## src/rtl/rc_pulse_train.sv

```systemverilog
// Serial R/C servo pulse-train generator: one pulse per channel each frame, slew-limited, ARM-gated.
// Outputs registered one cycle behind the frame counter; free-running, no backpressure.
module rc_pulse_train #(
  parameter int N_CH        = 2,
  parameter int MAG_W       = 3,
  parameter int FRAME_CYC   = 1200000,
  parameter int NEUTRAL_CYC = 150000,
  parameter int STEP_CYC    = 3125,
  parameter int GAP_CYC     = 120000,
  parameter int SLEW_CYC    = 0,
  localparam int CW         = (N_CH > 1) ? $clog2(N_CH) : 1
) (
  input  logic                      CLK,
  input  logic                      RST_N,
  input  logic                      ARM,
  input  logic [N_CH*(MAG_W+2)-1:0] CMD,
  output logic                      PWM,
  output logic                      FRAME_STB,
  output logic                      PULSE_ACT,
  output logic [CW-1:0]             CH_IDX
);

  localparam int CMD_W = MAG_W + 2;
  localparam int CNT_W = $clog2(FRAME_CYC);
  localparam int WW    = $clog2(FRAME_CYC + 1);

  localparam logic [CNT_W-1:0] CNT_LAST  = CNT_W'(FRAME_CYC - 1);
  localparam logic [WW-1:0]    NEUTRAL_W = WW'(NEUTRAL_CYC);
  localparam logic [WW-1:0]    STEP_W    = WW'(STEP_CYC);
  localparam logic [WW-1:0]    GAP_W     = WW'(GAP_CYC);
  localparam logic [WW-1:0]    SLEW_W    = WW'(SLEW_CYC);
  localparam logic [CW-1:0]    LAST_CH   = CW'(N_CH - 1);

  typedef enum logic [1:0] {IDLE, PULSE, GAP} state_t;

  state_t           state_q, state_d;
  logic [WW-1:0]    timer_q, timer_d;
  logic [CW-1:0]    ch_q, ch_d, ch_inc;
  logic             pend_q, pend_d;
  logic             pwm_q, pwm_d;
  logic             stb_q;
  logic [CNT_W-1:0] cnt_q;
  logic [WW-1:0]    applied_q [N_CH];

  function automatic logic [WW-1:0] decode_width(input logic [CMD_W-1:0] c);
    logic [WW-1:0] delta;
    delta = STEP_W * (WW'(c[CMD_W-1:2]) + WW'(1));
    case (c[1:0])
      2'b00:   decode_width = NEUTRAL_W + delta;
      2'b10:   decode_width = NEUTRAL_W - delta;
      default: decode_width = NEUTRAL_W;
    endcase
  endfunction

  // Move at most SLEW_W toward the target; a zero slew limit means jump straight there.
  function automatic logic [WW-1:0] slew_toward(input logic [WW-1:0] cur,
                                                input logic [WW-1:0] tgt);
    logic [WW-1:0] diff;
    if (SLEW_CYC == 0) begin
      slew_toward = tgt;
    end else if (tgt >= cur) begin
      diff        = tgt - cur;
      slew_toward = (diff > SLEW_W) ? cur + SLEW_W : tgt;
    end else begin
      diff        = cur - tgt;
      slew_toward = (diff > SLEW_W) ? cur - SLEW_W : tgt;
    end
  endfunction

  always_ff @(posedge CLK or negedge RST_N) begin
    if (!RST_N) begin
      cnt_q <= '0;
    end else if (cnt_q == CNT_LAST) begin
      cnt_q <= '0;
    end else begin
      cnt_q <= cnt_q + CNT_W'(1);
    end
  end

  // Commands are only looked at on the last cycle of a frame, so a frame never changes mid-flight.
  always_ff @(posedge CLK or negedge RST_N) begin
    if (!RST_N) begin
      for (int i = 0; i < N_CH; i++) applied_q[i] <= NEUTRAL_W;
    end else if (cnt_q == CNT_LAST) begin
      for (int i = 0; i < N_CH; i++) begin
        applied_q[i] <= ARM ? slew_toward(applied_q[i], decode_width(CMD[i*CMD_W +: CMD_W]))
                            : NEUTRAL_W;
      end
    end
  end

  always_comb begin
    state_d = state_q;
    timer_d = timer_q;
    ch_d    = ch_q;
    pend_d  = pend_q;
    pwm_d   = 1'b0;
    ch_inc  = ch_q + CW'(1);
    if (cnt_q == '0) begin
      // A wrap that catches the sequence mid-flight idles one cycle, then restarts at ch0.
      if (state_q != IDLE) begin
        state_d = IDLE;
        pend_d  = 1'b1;
      end else begin
        state_d = PULSE;
        ch_d    = '0;
        timer_d = applied_q[0] - WW'(1);
        pwm_d   = 1'b1;
      end
    end else begin
      case (state_q)
        IDLE: begin
          if (pend_q) begin
            state_d = PULSE;
            ch_d    = '0;
            timer_d = applied_q[0] - WW'(1);
            pwm_d   = 1'b1;
            pend_d  = 1'b0;
          end
        end
        PULSE: begin
          if (timer_q == '0) begin
            if (ch_q < LAST_CH) begin
              state_d = GAP;
              timer_d = GAP_W - WW'(1);
            end else begin
              state_d = IDLE;
            end
          end else begin
            timer_d = timer_q - WW'(1);
            pwm_d   = 1'b1;
          end
        end
        GAP: begin
          if (timer_q == '0) begin
            state_d = PULSE;
            ch_d    = ch_inc;
            timer_d = applied_q[ch_inc] - WW'(1);
            pwm_d   = 1'b1;
          end else begin
            timer_d = timer_q - WW'(1);
          end
        end
        default: state_d = IDLE;
      endcase
    end
  end

  always_ff @(posedge CLK or negedge RST_N) begin
    if (!RST_N) begin
      state_q <= IDLE;
      timer_q <= '0;
      ch_q    <= '0;
      pend_q  <= 1'b0;
      pwm_q   <= 1'b0;
      stb_q   <= 1'b0;
    end else begin
      state_q <= state_d;
      timer_q <= timer_d;
      ch_q    <= ch_d;
      pend_q  <= pend_d;
      pwm_q   <= pwm_d;
      stb_q   <= (cnt_q == '0);
    end
  end

  assign PWM       = pwm_q;
  assign PULSE_ACT = pwm_q;
  assign FRAME_STB = stb_q;
  assign CH_IDX    = ch_q;

endmodule
```

## config.mk

```make
export PLATFORM = sky130hd
export DESIGN_NAME = rc_pulse_train
export DESIGN_NICKNAME = d
export VERILOG_FILES = /design/src/rtl/rc_pulse_train.sv
export SDC_FILE = /design/constraint.sdc
export NUM_CORES = 1
export LEC_CHECK = 0
export ABC_AREA = 0
export CAP_MARGIN = 20
export CORE_UTILIZATION = 55
export DETAILED_ROUTE_END_ITERATION = 7
export GPL_TIMING_DRIVEN = 0
export HOLD_SLACK_MARGIN = 0.15
export PLACE_DENSITY_LB_ADDON = 0.12
export SETUP_SLACK_MARGIN = 0.4
export SLEW_MARGIN = 40
export SYNTH_ARGS = -nofsm -noshare
export SYNTH_HDL_FRONTEND = slang
export SYNTH_SLANG_ARGS = --single-unit
export TNS_END_PERCENT = 1
```

## constraint.sdc

```tcl
create_clock -name CLK -period 5.1 [get_ports CLK]
set_input_delay 1.275 -clock CLK [delete_from_list [all_inputs] [get_ports CLK]]
set_output_delay 1.275 -clock CLK [all_outputs]
set_load 0.01 [all_outputs]
```

### After elaboration in Yosys (flattened, before gate mapping)

Cells that the tools add are included.

| storage, ports and cells | value |
|---|---|
| input bits | 13 |
| bits in registers | 90 |
| logic and storage cells | 85 |
| output and inout bits | 4 |

| cells by class | value |
|---|---|
| $add $sub $neg | 11 |
| mux-type cells | 36 |
| bitwise logic cells | 1 |
| equal/unequal tests | 11 |
| magnitude comparators | 2 |
| multiply operators | 2 |
| reduce and logical (&&, ||, !) cells | 13 |

Operators by type and width:

| kind | number |
|---|---|
| $mux W21 | 12 |
| $pmux W21 S2 | 2 |
| $pmux W21 S3 | 1 |
| $sub A21 B1 Y21 const B | 3 |
| $logic_not A21 Y1 | 2 |
| $add A18 B16 Y19 const A | 2 |
| $sub A18 B16 Y19 const A | 2 |
| $mul A12 B4 Y16 const A | 2 |
| $add A21 B1 Y21 const B | 1 |
| $eq A21 B21 Y1 const B | 1 |
| $mux W1 | 13 |
| $mux W2 | 5 |
| $ne A3 B3 Y1 const B | 3 |
| $add A3 B1 Y4 const B | 2 |
| $reduce_and A4 Y1 | 2 |
| $eq A2 B2 Y1 const B | 3 |
| $logic_not A2 Y1 | 3 |
| $pmux W2 S3 | 1 |
| $ne A4 B4 Y1 const B | 1 |
| $reduce_bool A2 Y1 | 2 |
| $reduce_bool A4 Y1 | 1 |
| $pmux W1 S3 | 1 |
| $reduce_and A3 Y1 | 1 |
| $reduce_bool A3 Y1 | 1 |
| 9 further kinds | 9 |

### Logic depth before layout (Yosys ltp)

| depth | value |
|---|---|
| depth after elaboration | 9 |
| depth in mapped cells | 17 |
| gate-level depth less buffers | 16 |

### Worst setup path after synthesis

No wires, ideal clock.

| timing path | value |
|---|---|
| path type | input to register |
| start | input CMD[2] |
| end | register applied_q[36] (netlist bit) |
| buffers on the path | 1 |
| library setup time | 0.077 ns |
| cell stages on the path | 16 |
| data arrival time | 4.891 ns |
| slack | 0.132 ns |
| data required time | 5.023 ns |
| path through | buf_2 inv_1 ha_1 ha_1 ha_1 ha_1 a21oi_1 o21ai_0 a221oi_2 o21ai_0 xnor2_1 nor3_1 a22oi_1 o211ai_1 xor2_1 o21ai_1 |

| on the way | value |
|---|---|
| word-level cells in the longest chain between the ends | 5 |
| elaborated cells between the ends (all ways) | 6 |
| classes of those cells | 3 x add/sub; 1 x mul; 2 x mux |

Ends and longest elaborated chain:

| element | RTL line | source |
|---|---|---|
| from (decl) | 16 | `input logic [N_CH*(MAG_W+2)-1:0] CMD,` |
| $add A3 B1 Y4 (*) | 47 | `delta = STEP_W * (WW'(c[CMD_W-1:2]) + WW'(1));` |
| $mul A12 B4 Y16 (*) | 47 |  |
| $sub A18 B16 Y19 or $add A18 B16 Y19 (tied branches) | 50, 49 |  |
| $pmux W21 S2 (*) | 48 | `case (c[1:0])` |
| $mux W21 (*) | 86 | `applied_q[i] <= ARM ? slew_toward(applied_q[i], decode_width(CMD[i*CMD_W +: CMD_W]))` |
| to (signal, indexed assignment) | 86 |  |
| to (decl) | 43 | `logic [WW-1:0] applied_q [N_CH];` |

Mark *: on every way between the ends. The rest lies on a longest branch, timed or not.
A chain may end at the register's enable or synchronous reset.

### Final worst setup path

| timing path | value |
|---|---|
| start | input CMD[7] |
| end | register applied_q[15] (netlist bit) |

The elaborated chain is that of the path after synthesis.

==> summary.txt <==
Status
  – Outcome: finished clean

Cells and area
  – Storage cell area: 0.00212 mm²
  – Most common cell after layout, fill and taps aside: nand2_1
  – Layout Nets: roughly 1.0k
  – Final Non-Filler Cells: between 1k and 1.5k
  – Area delta synth->final: 17.2%
  – Multi-input combinational cell area: approximately 0.0056 mm²
  – Fill cells: ~1.1k
  – Most frequent cells in the layout: nand2_1 (94), nor2_1 (73), dfrtp_1 (68), o21ai_0 (66), xnor2_1 (57)
  – Layout cells sized above 1: 0.155
  – Ant. Diodes: 0

Pwr
  – Power per cell area: 217 mW/mm²
  – Static leakage: roughly 3.5 nW
  – Peak supply drop: approximately 0.14 mV

Global routing
  – Total GRT Usage: 0.289
  – Initial antenna violation count: 0
  – Overflow after GRT: 0
  – First-pass GRT wire length: approximately 33000 µm
  – Number of global-route vias before repair: approximately 6.7k
  – Largest net degree at the start of global routing: between 60 and 70

Placed design
  – Placed insts: roughly 1.1k
  – Gp weighted congestion: slightly above 0.9
  – I/O Buffers: 16
  – HPWL after DPL: 14900 µm

Clock tree
  – CTS tree: done
  – Hold Buf Count CTS: 0
  – Register clock-pin slew on the reported worst setup and hold paths: around 0.07 ns
  – H-tree depth: 3
  – Clock Path Buffers: 2
  – Clock sinks: 84
  – Clock latency on the worst-skew pair: roughly 0.34 ns
  – Clock buffer count from CTS: 9
  – CTS Root Buffer Type: clkbuf_16

Floorplan
  – Die ar.: roughly 0.014 mm²
  – Core area: roughly 0.013 mm²
  – # rows: 42
  – Die height: 120 µm
  – Starting Density: 0.571
  – Ports: 17
  – Chip Width: around 120 µm

Routing
  – Drt pass-1 iters: 5
  – Via count: ~7.0k
  – Initial drt markers: between 500 and 600
  – Total wire length: between 20000 and 25000 µm
  – DRC viols: 0
  – Detail Route Antenna Nets: 0
  – Vias per Instance: approximately 6.1
  – Routed wire per std cell: roughly 18 µm

STA
  – Slew Limit Headroom: 0.479
  – Period utilization: 0.911
  – RSZ-0062 raised after global routing: true
  – Count of pins over their slew limit: 0
  – Clk_skew: approximately 0.010 ns
  – Min Tclk post-route: 4.65 ns
  – Worst slew pin tran: ~0.77 ns
  – Max Fclk: between 200 and 250 MHz
  – Post-Route Setup TNS: 0 ns
  – Final setup viols: 0
  – Hold Vio Cnt, Final: 0

Synth
  – Mapped Area: ~0.0076 mm²
  – Unique masters post-synth: 83
  – Top post-synthesis cells by area: dfrtp_1 (22%), ha_1 (9.2%), xnor2_1 (7.3%)
  – Register area share after synthesis: 0.277
  – Most common flop cell mapped by yosys: dfrtp_1
  – Mapped Avg Cell Area: a little over 8 µm²
  – Post-synth top area share: 0.222
  – FF+latch count, synth: 84
  – Synth warn: 0
  – Mapped Cells: ~930
  – Number of flops mapped to enable cells by yosys: 0
  – Async set-reset flop share out of synthesis: 1.00
  – Post-synth net total: between 1k and 1.5k
  – Post-synth top area cell: dfrtp_1

Setup path
  – CP max stage delay: around 0.42 ns
  – Most used cell, CP: ha_4
  – Startpoint Class: input pin
  – Slowest CP cell: or4_1
  – Reg-to-reg startpoint: CH_IDX
  – Crit-path cells: clkdlybuf4s15_2 > buf_8 > inv_6 > ha_4 > buf_12 > ha_4 > ha_1 > ha_4 > a31o_2 > a21o_1 > a32oi_2 > o21ai_2 > xnor2_2 > a31oi_4 > or4_1 > a32oi_2 > xnor2_1 > o21ai_0
  – Largest delay share family, worst path: compound AO/OA/AOI/OAI gates
  – Crit path buffers/inverters: 4
  – Crit path launch: CMD[7]
  – Crit Path Max Fanout: 9
  – WP data arrival: 4.86 ns
  – FF-to-FF setup slack: about 0.62 ns
  – Type of the worst setup path: input pin to flip-flop
  – Crit path capture type: flip-flop
  – CP Data Required Time: approximately 5.3 ns

Flow run
  – MaxCap Viol Count: 0

Worst hold path
  – Min-delay src: cnt_q[15]
  – Min-delay worst type: flip-flop to flip-flop
[routing by layer]
| metal | part of all wire | wire length [µm] | track usage | up-vias |
|---|---|---|---|---|
| li1 | - | - | - | 3419 |
| met2 | 0.48 | 9710 | 0.490 | 226 |
| met4 | 0.026 | 529 | 0.0859 | 0 |
| met1 | 0.45 | 9100 | 0.387 | 3309 |
| met3 | 0.044 | 898 | 0.0295 | 46 |
| met5 | 0 | 0 | 0 | - |
[cells by family (layout without fill, tap and decap cells)]
family,count (synthesis),after routing,share of synthesized area
and+or+nand+nor,333,333,0.216
AOI/OAI and AO/OA,242,242,0.204
xor gates and xnor gates,118,118,0.137
DFF,84,84,0.277
buffers and inverters,81,128,0.0491
adders and majority gates,56,56,0.0916
muxes,19,19,0.0250
[cells in the mapped netlist (16+ instances only)]
cell and number:
xor2_1 53, inv_1 38, xnor2_1 64, clkbuf_1 25, dfrtp_1 68, dfstp_2 16
nor4_1 17, nor2_1 77, nand3_1 24, a21oi_1 58, o21ai_0 74, ha_1 56
nand2_1 94, mux2i_1 18, nor3_1 37
[sequential cells by signal, indices dropped and copies added (netlist names)]
register,flops
CH_IDX,1
pend_q,1
timer_q,21
cnt_q,21
FRAME_STB,1
applied_q,36
state_q,2
PULSE_ACT,1
[worst paths after layout]
kind / endpoint / cells past startpoint
setup / recovery: applied_q[15] / 18
hold / removal: cnt_q[15] / 1
setup reg to reg: timer_q[16] / 15
hold reg to reg: cnt_q[15] / 1
max in group asynchronous: applied_q[28] / 2
min in group asynchronous: timer_q[14] / 1
[per-stage QoR]
stage               worst slack, ns  hold slack (ns)   util  power, mW  area (µm²)
floorplan                     0.365            0.457      -       1.05        7680
global placement             -0.776            0.481  0.602       1.16        8070
detailed placement           -0.800            0.484  0.604       1.17        8100
CTS                           0.393            0.497  0.653       1.89        8740
global route                  0.235            0.510  0.669       2.04        8970
finish                        0.452            0.491  0.669       1.94        8970
[report_power, final]
part	leakage (nW)	internal [mW]	total, mW	switching, mW
Sequential	0.920	0.667	0.667	0
Combinational	2.44	0.265	0.611	0.346
Clock	0.140	0.384	0.665	0.281
Total	3.50	1.32	1.94	0.627
[repair_timing]
item / in CTS / in global routing
pin swaps: 9 / 10
buffers inserted: 10 / 4
setup endpoints to repair: 20 / 19
gates resized for setup: 59 / 39
[cell type report]
type / count / share of cell area
inverter: 38 / 0.0170
multi-input combinational: 768 / 0.627
buffer: 43 / 0.0290
sequential: 84 / 0.237
clock inverter: 6 / 0.00795
timing repair buffer: 31 / 0.0324
tap: 176 / 0.0246
clock buffer: 10 / 0.0255
Power figures use the tool's default switching activity.
